<file path="config.mk">
export PLATFORM = sky130hd
export DESIGN_NAME = preg_free_list_ctrl_flat
export DESIGN_NICKNAME = d
export VERILOG_FILES = /design/src/rtl/preg_free_list_ctrl_if.sv /design/src/rtl/preg_free_list_ctrl.sv /design/src/flat_wrapper.sv
export SDC_FILE = /design/constraint.sdc
export NUM_CORES = 1
export LEC_CHECK = 0
export ABC_AREA = 1
export CAP_MARGIN = 20
export CORE_ASPECT_RATIO = 0.8
export CORE_UTILIZATION = 45
export DETAILED_ROUTE_END_ITERATION = 10
export SLEW_MARGIN = 20
export SYNTH_ARGS = -nofsm -noshare
export SYNTH_HDL_FRONTEND = slang
export SYNTH_SLANG_ARGS = --single-unit
</file>
<file path="constraint.sdc">
create_clock -name clk -period 6.1 [get_ports clk]
set_input_delay 1.22 -clock clk [delete_from_list [all_inputs] [get_ports clk]]
set_output_delay 1.22 -clock clk [all_outputs]
set_load 0.01 [all_outputs]
</file>
<file path="src/rtl/preg_free_list_ctrl_if.sv">
// Rename/retire-facing signals of the physical-register free list.
// master = rename/retire side, slave = free-list controller.
interface preg_free_list_ctrl_if #(
    parameter int unsigned NUM_PREGS = 64,
    parameter int unsigned FL_DEPTH  = 32
);
    localparam int unsigned PW = $clog2(NUM_PREGS);
    localparam int unsigned CW = $clog2(FL_DEPTH + 1);

    logic          alloc_req_1;
    logic          alloc_req_2;
    logic          alloc_gnt_1;
    logic          alloc_gnt_2;
    logic [PW-1:0] pd_1;
    logic [PW-1:0] pd_2;
    logic          stall_o;
    logic          rt_flag_1;
    logic [PW-1:0] fp_i_1;
    logic          rt_flag_2;
    logic [PW-1:0] fp_i_2;
    logic          ready_o;
    logic [CW-1:0] free_cnt_o;
    logic          err_ovf_o;

    modport master (
        output alloc_req_1, alloc_req_2, rt_flag_1, fp_i_1, rt_flag_2, fp_i_2,
        input  alloc_gnt_1, alloc_gnt_2, pd_1, pd_2, stall_o, ready_o,
               free_cnt_o, err_ovf_o
    );

    modport slave (
        input  alloc_req_1, alloc_req_2, rt_flag_1, fp_i_1, rt_flag_2, fp_i_2,
        output alloc_gnt_1, alloc_gnt_2, pd_1, pd_2, stall_o, ready_o,
               free_cnt_o, err_ovf_o
    );
endinterface

</file>
<file path="src/rtl/preg_free_list_ctrl.sv">
// Circular free list of physical registers: 2 in-order grants to rename and
// 2 returns from retire per cycle, seeded with NUM_AREGS..NUM_PREGS-1 at reset.
module preg_free_list_ctrl #(
    parameter int unsigned NUM_PREGS = 64,
    parameter int unsigned NUM_AREGS = 32,
    parameter int unsigned FL_DEPTH  = NUM_PREGS - NUM_AREGS
) (
    input logic                  clk,
    input logic                  rst_n,
    preg_free_list_ctrl_if.slave fl
);
    localparam int unsigned PW = $clog2(NUM_PREGS);
    localparam int unsigned CW = $clog2(FL_DEPTH + 1);
    localparam int unsigned IW = $clog2(FL_DEPTH);

    typedef enum logic {S_INIT, S_READY} state_t;

    state_t        state;
    logic          ready_q;
    logic          err_q;
    logic [PW-1:0] mem [FL_DEPTH];
    logic [IW-1:0] head;
    logic [IW-1:0] tail;
    logic [IW-1:0] init_idx;
    logic [CW-1:0] count;
    logic [CW-1:0] cnt_after_pop;
    logic [CW-1:0] count_next;
    logic [1:0]    npop;
    logic [1:0]    npush;
    logic          gnt_1;
    logic          gnt_2;
    logic          acc_1;
    logic          acc_2;
    logic          ovf;

    function automatic logic [IW-1:0] wrap_add(input logic [IW-1:0] x, input logic [1:0] n);
        logic [IW:0] s;
        s = {1'b0, x} + (IW+1)'(n);
        if (s >= (IW+1)'(FL_DEPTH))
            s = s - (IW+1)'(FL_DEPTH);
        return s[IW-1:0];
    endfunction

    always_comb begin
        gnt_1 = ready_q && fl.alloc_req_1 && (count != '0);
        gnt_2 = ready_q && fl.alloc_req_2 &&
                (fl.alloc_req_1 ? (gnt_1 && (count >= CW'(2))) : (count != '0));
        npop  = {1'b0, gnt_1} + {1'b0, gnt_2};
        // Capacity check sees this cycle's pops; freed pregs only become grantable next cycle.
        cnt_after_pop = count - CW'(npop);
        acc_1 = ready_q && fl.rt_flag_1 && (cnt_after_pop < CW'(FL_DEPTH));
        acc_2 = ready_q && fl.rt_flag_2 && ((cnt_after_pop + CW'(acc_1)) < CW'(FL_DEPTH));
        ovf   = (fl.rt_flag_1 && !acc_1) || (fl.rt_flag_2 && !acc_2);
        npush = {1'b0, acc_1} + {1'b0, acc_2};
        count_next = cnt_after_pop + CW'(npush);
    end

    assign fl.alloc_gnt_1 = gnt_1;
    assign fl.alloc_gnt_2 = gnt_2;
    assign fl.pd_1        = gnt_1 ? mem[head] : '0;
    assign fl.pd_2        = gnt_2 ? mem[wrap_add(head, {1'b0, gnt_1})] : '0;
    assign fl.stall_o     = !ready_q || (fl.alloc_req_1 && !gnt_1) || (fl.alloc_req_2 && !gnt_2);
    assign fl.ready_o     = ready_q;
    assign fl.free_cnt_o  = count;
    assign fl.err_ovf_o   = err_q;

    always_ff @(posedge clk or negedge rst_n) begin
        if (!rst_n) begin
            state    <= S_INIT;
            ready_q  <= 1'b0;
            err_q    <= 1'b0;
            head     <= '0;
            tail     <= '0;
            init_idx <= '0;
            count    <= '0;
        end else begin
            err_q <= err_q | ovf;
            case (state)
                S_INIT: begin
                    tail     <= wrap_add(tail, 2'd1);
                    count    <= count + CW'(1);
                    init_idx <= init_idx + IW'(1);
                    if (init_idx == IW'(FL_DEPTH - 1)) begin
                        state   <= S_READY;
                        ready_q <= 1'b1;
                    end
                end
                S_READY: begin
                    head  <= wrap_add(head, npop);
                    tail  <= wrap_add(tail, npush);
                    count <= count_next;
                end
                default: state <= S_INIT;
            endcase
        end
    end

    // Storage carries no reset; INIT rewrites every entry before it can be read.
    always_ff @(posedge clk) begin
        if (state == S_INIT) begin
            mem[init_idx] <= PW'(NUM_AREGS + 32'(init_idx));
        end else begin
            if (acc_1)
                mem[tail] <= fl.fp_i_1;
            if (acc_2)
                mem[acc_1 ? wrap_add(tail, 2'd1) : tail] <= fl.fp_i_2;
        end
    end
endmodule

</file>
<file path="src/flat_wrapper.sv">
// flat-port wrapper written by rule: the top's interface ports become plain ports
module preg_free_list_ctrl_flat 
#(
    parameter int unsigned NUM_PREGS = 64,
    parameter int unsigned NUM_AREGS = 32,
    parameter int unsigned FL_DEPTH  = NUM_PREGS - NUM_AREGS
)
  (clk, rst_n, fl_alloc_req_1, fl_alloc_req_2, fl_rt_flag_1, fl_fp_i_1, fl_rt_flag_2, fl_fp_i_2, fl_alloc_gnt_1, fl_alloc_gnt_2, fl_pd_1, fl_pd_2, fl_stall_o, fl_ready_o, fl_free_cnt_o, fl_err_ovf_o);
  preg_free_list_ctrl_if #(.NUM_PREGS(NUM_PREGS), .FL_DEPTH(FL_DEPTH)) fl_i ();
  input logic clk;
  input logic rst_n;
  input wire logic [$bits(fl_i.alloc_req_1)-1:0] fl_alloc_req_1;
  input wire logic [$bits(fl_i.alloc_req_2)-1:0] fl_alloc_req_2;
  input wire logic [$bits(fl_i.rt_flag_1)-1:0] fl_rt_flag_1;
  input wire logic [$bits(fl_i.fp_i_1)-1:0] fl_fp_i_1;
  input wire logic [$bits(fl_i.rt_flag_2)-1:0] fl_rt_flag_2;
  input wire logic [$bits(fl_i.fp_i_2)-1:0] fl_fp_i_2;
  output wire logic [$bits(fl_i.alloc_gnt_1)-1:0] fl_alloc_gnt_1;
  output wire logic [$bits(fl_i.alloc_gnt_2)-1:0] fl_alloc_gnt_2;
  output wire logic [$bits(fl_i.pd_1)-1:0] fl_pd_1;
  output wire logic [$bits(fl_i.pd_2)-1:0] fl_pd_2;
  output wire logic [$bits(fl_i.stall_o)-1:0] fl_stall_o;
  output wire logic [$bits(fl_i.ready_o)-1:0] fl_ready_o;
  output wire logic [$bits(fl_i.free_cnt_o)-1:0] fl_free_cnt_o;
  output wire logic [$bits(fl_i.err_ovf_o)-1:0] fl_err_ovf_o;
  assign fl_i.alloc_req_1 = fl_alloc_req_1;
  assign fl_i.alloc_req_2 = fl_alloc_req_2;
  assign fl_i.rt_flag_1 = fl_rt_flag_1;
  assign fl_i.fp_i_1 = fl_fp_i_1;
  assign fl_i.rt_flag_2 = fl_rt_flag_2;
  assign fl_i.fp_i_2 = fl_fp_i_2;
  assign fl_alloc_gnt_1 = fl_i.alloc_gnt_1;
  assign fl_alloc_gnt_2 = fl_i.alloc_gnt_2;
  assign fl_pd_1 = fl_i.pd_1;
  assign fl_pd_2 = fl_i.pd_2;
  assign fl_stall_o = fl_i.stall_o;
  assign fl_ready_o = fl_i.ready_o;
  assign fl_free_cnt_o = fl_i.free_cnt_o;
  assign fl_err_ovf_o = fl_i.err_ovf_o;
  preg_free_list_ctrl #(.NUM_PREGS(NUM_PREGS), .NUM_AREGS(NUM_AREGS), .FL_DEPTH(FL_DEPTH)) u_core (.clk(clk), .rst_n(rst_n), .fl(fl_i));
endmodule
</file>
==> qor.yml <==
status: "completed"
fmax_mhz: 176
power.density_nw_per_um2: 516
globalRouteMet1Util_pct: 49.4
crit_top_cell: "nand2_1"
grt_pass1_wl_mm: 82.6
cp_max_fo: 36
cpPeakStageDelay_ns: 0.72
report.final.slew_viol_count: 0
clkSlewWorstSetupHoldPaths_ns: 0.05
synth_area_per_cell_sq_um: 7.25
num-fill-cells: 3077
fin_skew_ns: 0.0266
cts_resized: 0
dieArea_sq_um: 33500
synth_area_leaders: "edfxtp_1, nand2_1, nand3_1"
yosys_warnings: 0
irDropWorstVdd_mv: 0.243
wl_per_cell_microns: 22.4
max_cap_viol_count: 0
drtIter0Drc: 2225
row_count: 58
routed_via_density: 6.01
die_w_microns: 204
met3_usage_pct: 6.90
cp_cell_sequence: "clkdlybuf4s50_1, nand3_1, clkinv_1, ha_2, ha_2, buf_4, o21ai_0, nand3_1, nand2_1, nand2_1, nand2_1, nor2_1, clkdlybuf4s50_1"
startpoint_type: "input pin"
hold_viol: 0
area_delta_synth_final_pct: 11.4
antenna_found_initial: 0
syn_inst: 2034
routed_wl_mm: 54.7
p_leak_nw: 7.05
relSlewSlack_pct: 21.3
clk_latency_ns: 0.55
cp.required_ns: 4.88
clockBufferDepth: 3
syn-num-nets: 2073
portBuffers: 40
busiest_layer: "met1"
core_sq_um: 31900
cp-end-kind: "output port"
nNetsFinal: 2045
dieHeight_microns: 164
grt_max_degree: 69
min_path_type: "reg2reg"
gr-usage-met2_pct: 47.3
cts_buffers: 25
firstDrtPassIters: 6
ys_types: 40
globalplace.congestion: 0.970
mostFrequentLayoutCell: "nand2_1"
synthFlopType: "edfxtp_1"
tightest_slew_ns: 1.18
critPathKind: "in2out"
synth_edf_count: 192
h-tree-depth: 1
pin_count: 41
layout-drive-gt1-share_pct: 6.77
min_period_ns: 5.67
cts_num_sinks: 216
timing.final.crit_share_pct: 93.0
cts_hold_buf: 0
synth_seq_cells: 216
syn-cell-area_sq_um: 14700
yosysTopAreaCell: "edfxtp_1"
synth_top_area_share_pct: 39.1
setup_violations: 0
arrival_ns: 4.45
cts_root_buffer: "clkbuf_16"
antennaDiodeCount: 0
ys_seq_area_share_pct: 43.2
gr-total-overflow: 0
cts_tree: "yes"
async_flop_share_pct: 11.1
drc: 0
ant_nets: 0
hpwl_mm: 35.5
dp_cells: 2399
initial_core_util_pct: 46.3
cts_setup_buffers: 0
grt_util_all_layers_pct: 33.1
final.setup.tns_ns: 0
vias: 14697
most-common-layout-cells: "nand2_1, nand3_1, edfxtp_1, o21ai_0, nor2_1"
crit_slowest_cell: "ha_2"
total_power_w: 0.00847
layout.cells.non_filler: 2444
rsz0062_at_grt: "no"
grt_pass1_vias: 13195
## cell usage after synthesis, types with 2 or more instances
master	number
clkbuf_1	94
fa_1	2
dfrtp_1	24
buf_1	23
nor3_1	4
nand4_2	2
nor2_4	10
nand3_1	279
or2_2	3
o21a_1	2
nand2_1	725
inv_1	90
buf_2	25
a21oi_1	99
nor2_2	3
clkinv_1	2
buf_4	19
nand4_1	10
xnor2_1	4
xor2_1	17
o22ai_1	12
o21ai_1	2
nor2_1	131
ha_1	19
edfxtp_1	192
o21ai_0	160
o211ai_1	42
a31oi_1	27
## final timing paths
path | from | end | slack (ns) | cells past startpoint
setup / recovery | fl_alloc_req_1 | fl_pd_2[2] | 0.43 | 13
hold / removal | u_core.fl.err_ovf_o$_DFF_PN0_ | u_core.fl.err_ovf_o$_DFF_PN0_ | 0.46 | 2
setup reg to reg | u_core.fl.free_cnt_o[0]$_DFF_PN0_ | u_core.mem[18][2]$_DFFE_PP_ | 1.24 | 20
hold reg to reg | u_core.fl.err_ovf_o$_DFF_PN0_ | u_core.fl.err_ovf_o$_DFF_PN0_ | 0.46 | 2
max in group asynchronous | rst_n | u_core.head[1]$_DFFE_PN0P_ | 4.76 | 2
min in group asynchronous | rst_n | u_core.head[0]$_DFFE_PN0P_ | 1.05 | 2
## final cells by class
cell class	count	area (sq um)	area share [%]
tap	420	526	3.20
multi-input combinational	1562	7350	44.8
clock buffer	37	711	4.33
timing repair buffer	107	978	5.96
sequential	216	6370	38.8
clock inverter	8	121	0.739
inverter	94	360	2.19
## critical path, delay by kind of cell
| family | cells | cell delay, ns |
|---|---|---|
| buf+inv | 4 | 1.56 |
| fa+ha+maj | 2 | 0.92 |
| simple gates | 6 | 0.60 |
| compound gates | 1 | 0.15 |
## report_power, final
part           switching (W)  internal, W  total (W)  leakage (nW)
sequential          0.000243      0.00187    0.00211          2.03
clock               0.000638     0.000931    0.00157         0.405
combinational        0.00331      0.00148    0.00479          4.62
total                0.00419      0.00428    0.00847          7.05
## kinds of logic (layout without fill, tap and decap cells)
group / after synthesis / after routing / synth area share (%)
flip-flops: 216 / 216 / 43.2
AO/OA/AOI/OAI: 347 / 347 / 13.0
buffers and inverters: 256 / 246 / 7.28
adder cells (fa/ha/maj): 21 / 21 / 1.88
XOR/XNOR: 21 / 21 / 1.25
AND/OR/NAND/NOR: 1173 / 1173 / 33.4
## per-stage QoR
step | hold slack, ns | worst slack (ns) | area [sq um] | util, %
after floorplan | 0.459 | 1.28 | 14700 | -
after global placement | 0.452 | 0.504 | 15600 | 48.9
after detailed placement | 0.460 | 0.474 | 15600 | 48.9
after CTS | 0.472 | 0.474 | 16400 | 51.5
after global routing | 0.530 | 0.256 | 16400 | 51.5
final | 0.465 | 0.426 | 16400 | 51.5
## flip-flops by register name, indices dropped and copies added, names as in the netlist
signal                count
u_core.fl.err_ovf_o       1
u_core.fl.free_cnt_o      6
u_core.fl.ready_o         1
u_core.head               5
u_core.init_idx           5
u_core.mem              192
u_core.state              1
u_core.tail               5
## layer usage
| metal | share of wire (%) | vias to the layer above |
|---|---|---|
| met3 | 12 | 146 |
| met4 | 3.3 | 0 |
| met5 | 0 | - |
| li1 | - | 6792 |
| met1 | 44 | 6829 |
| met2 | 41 | 930 |
Power figures use the tool's default switching activity.
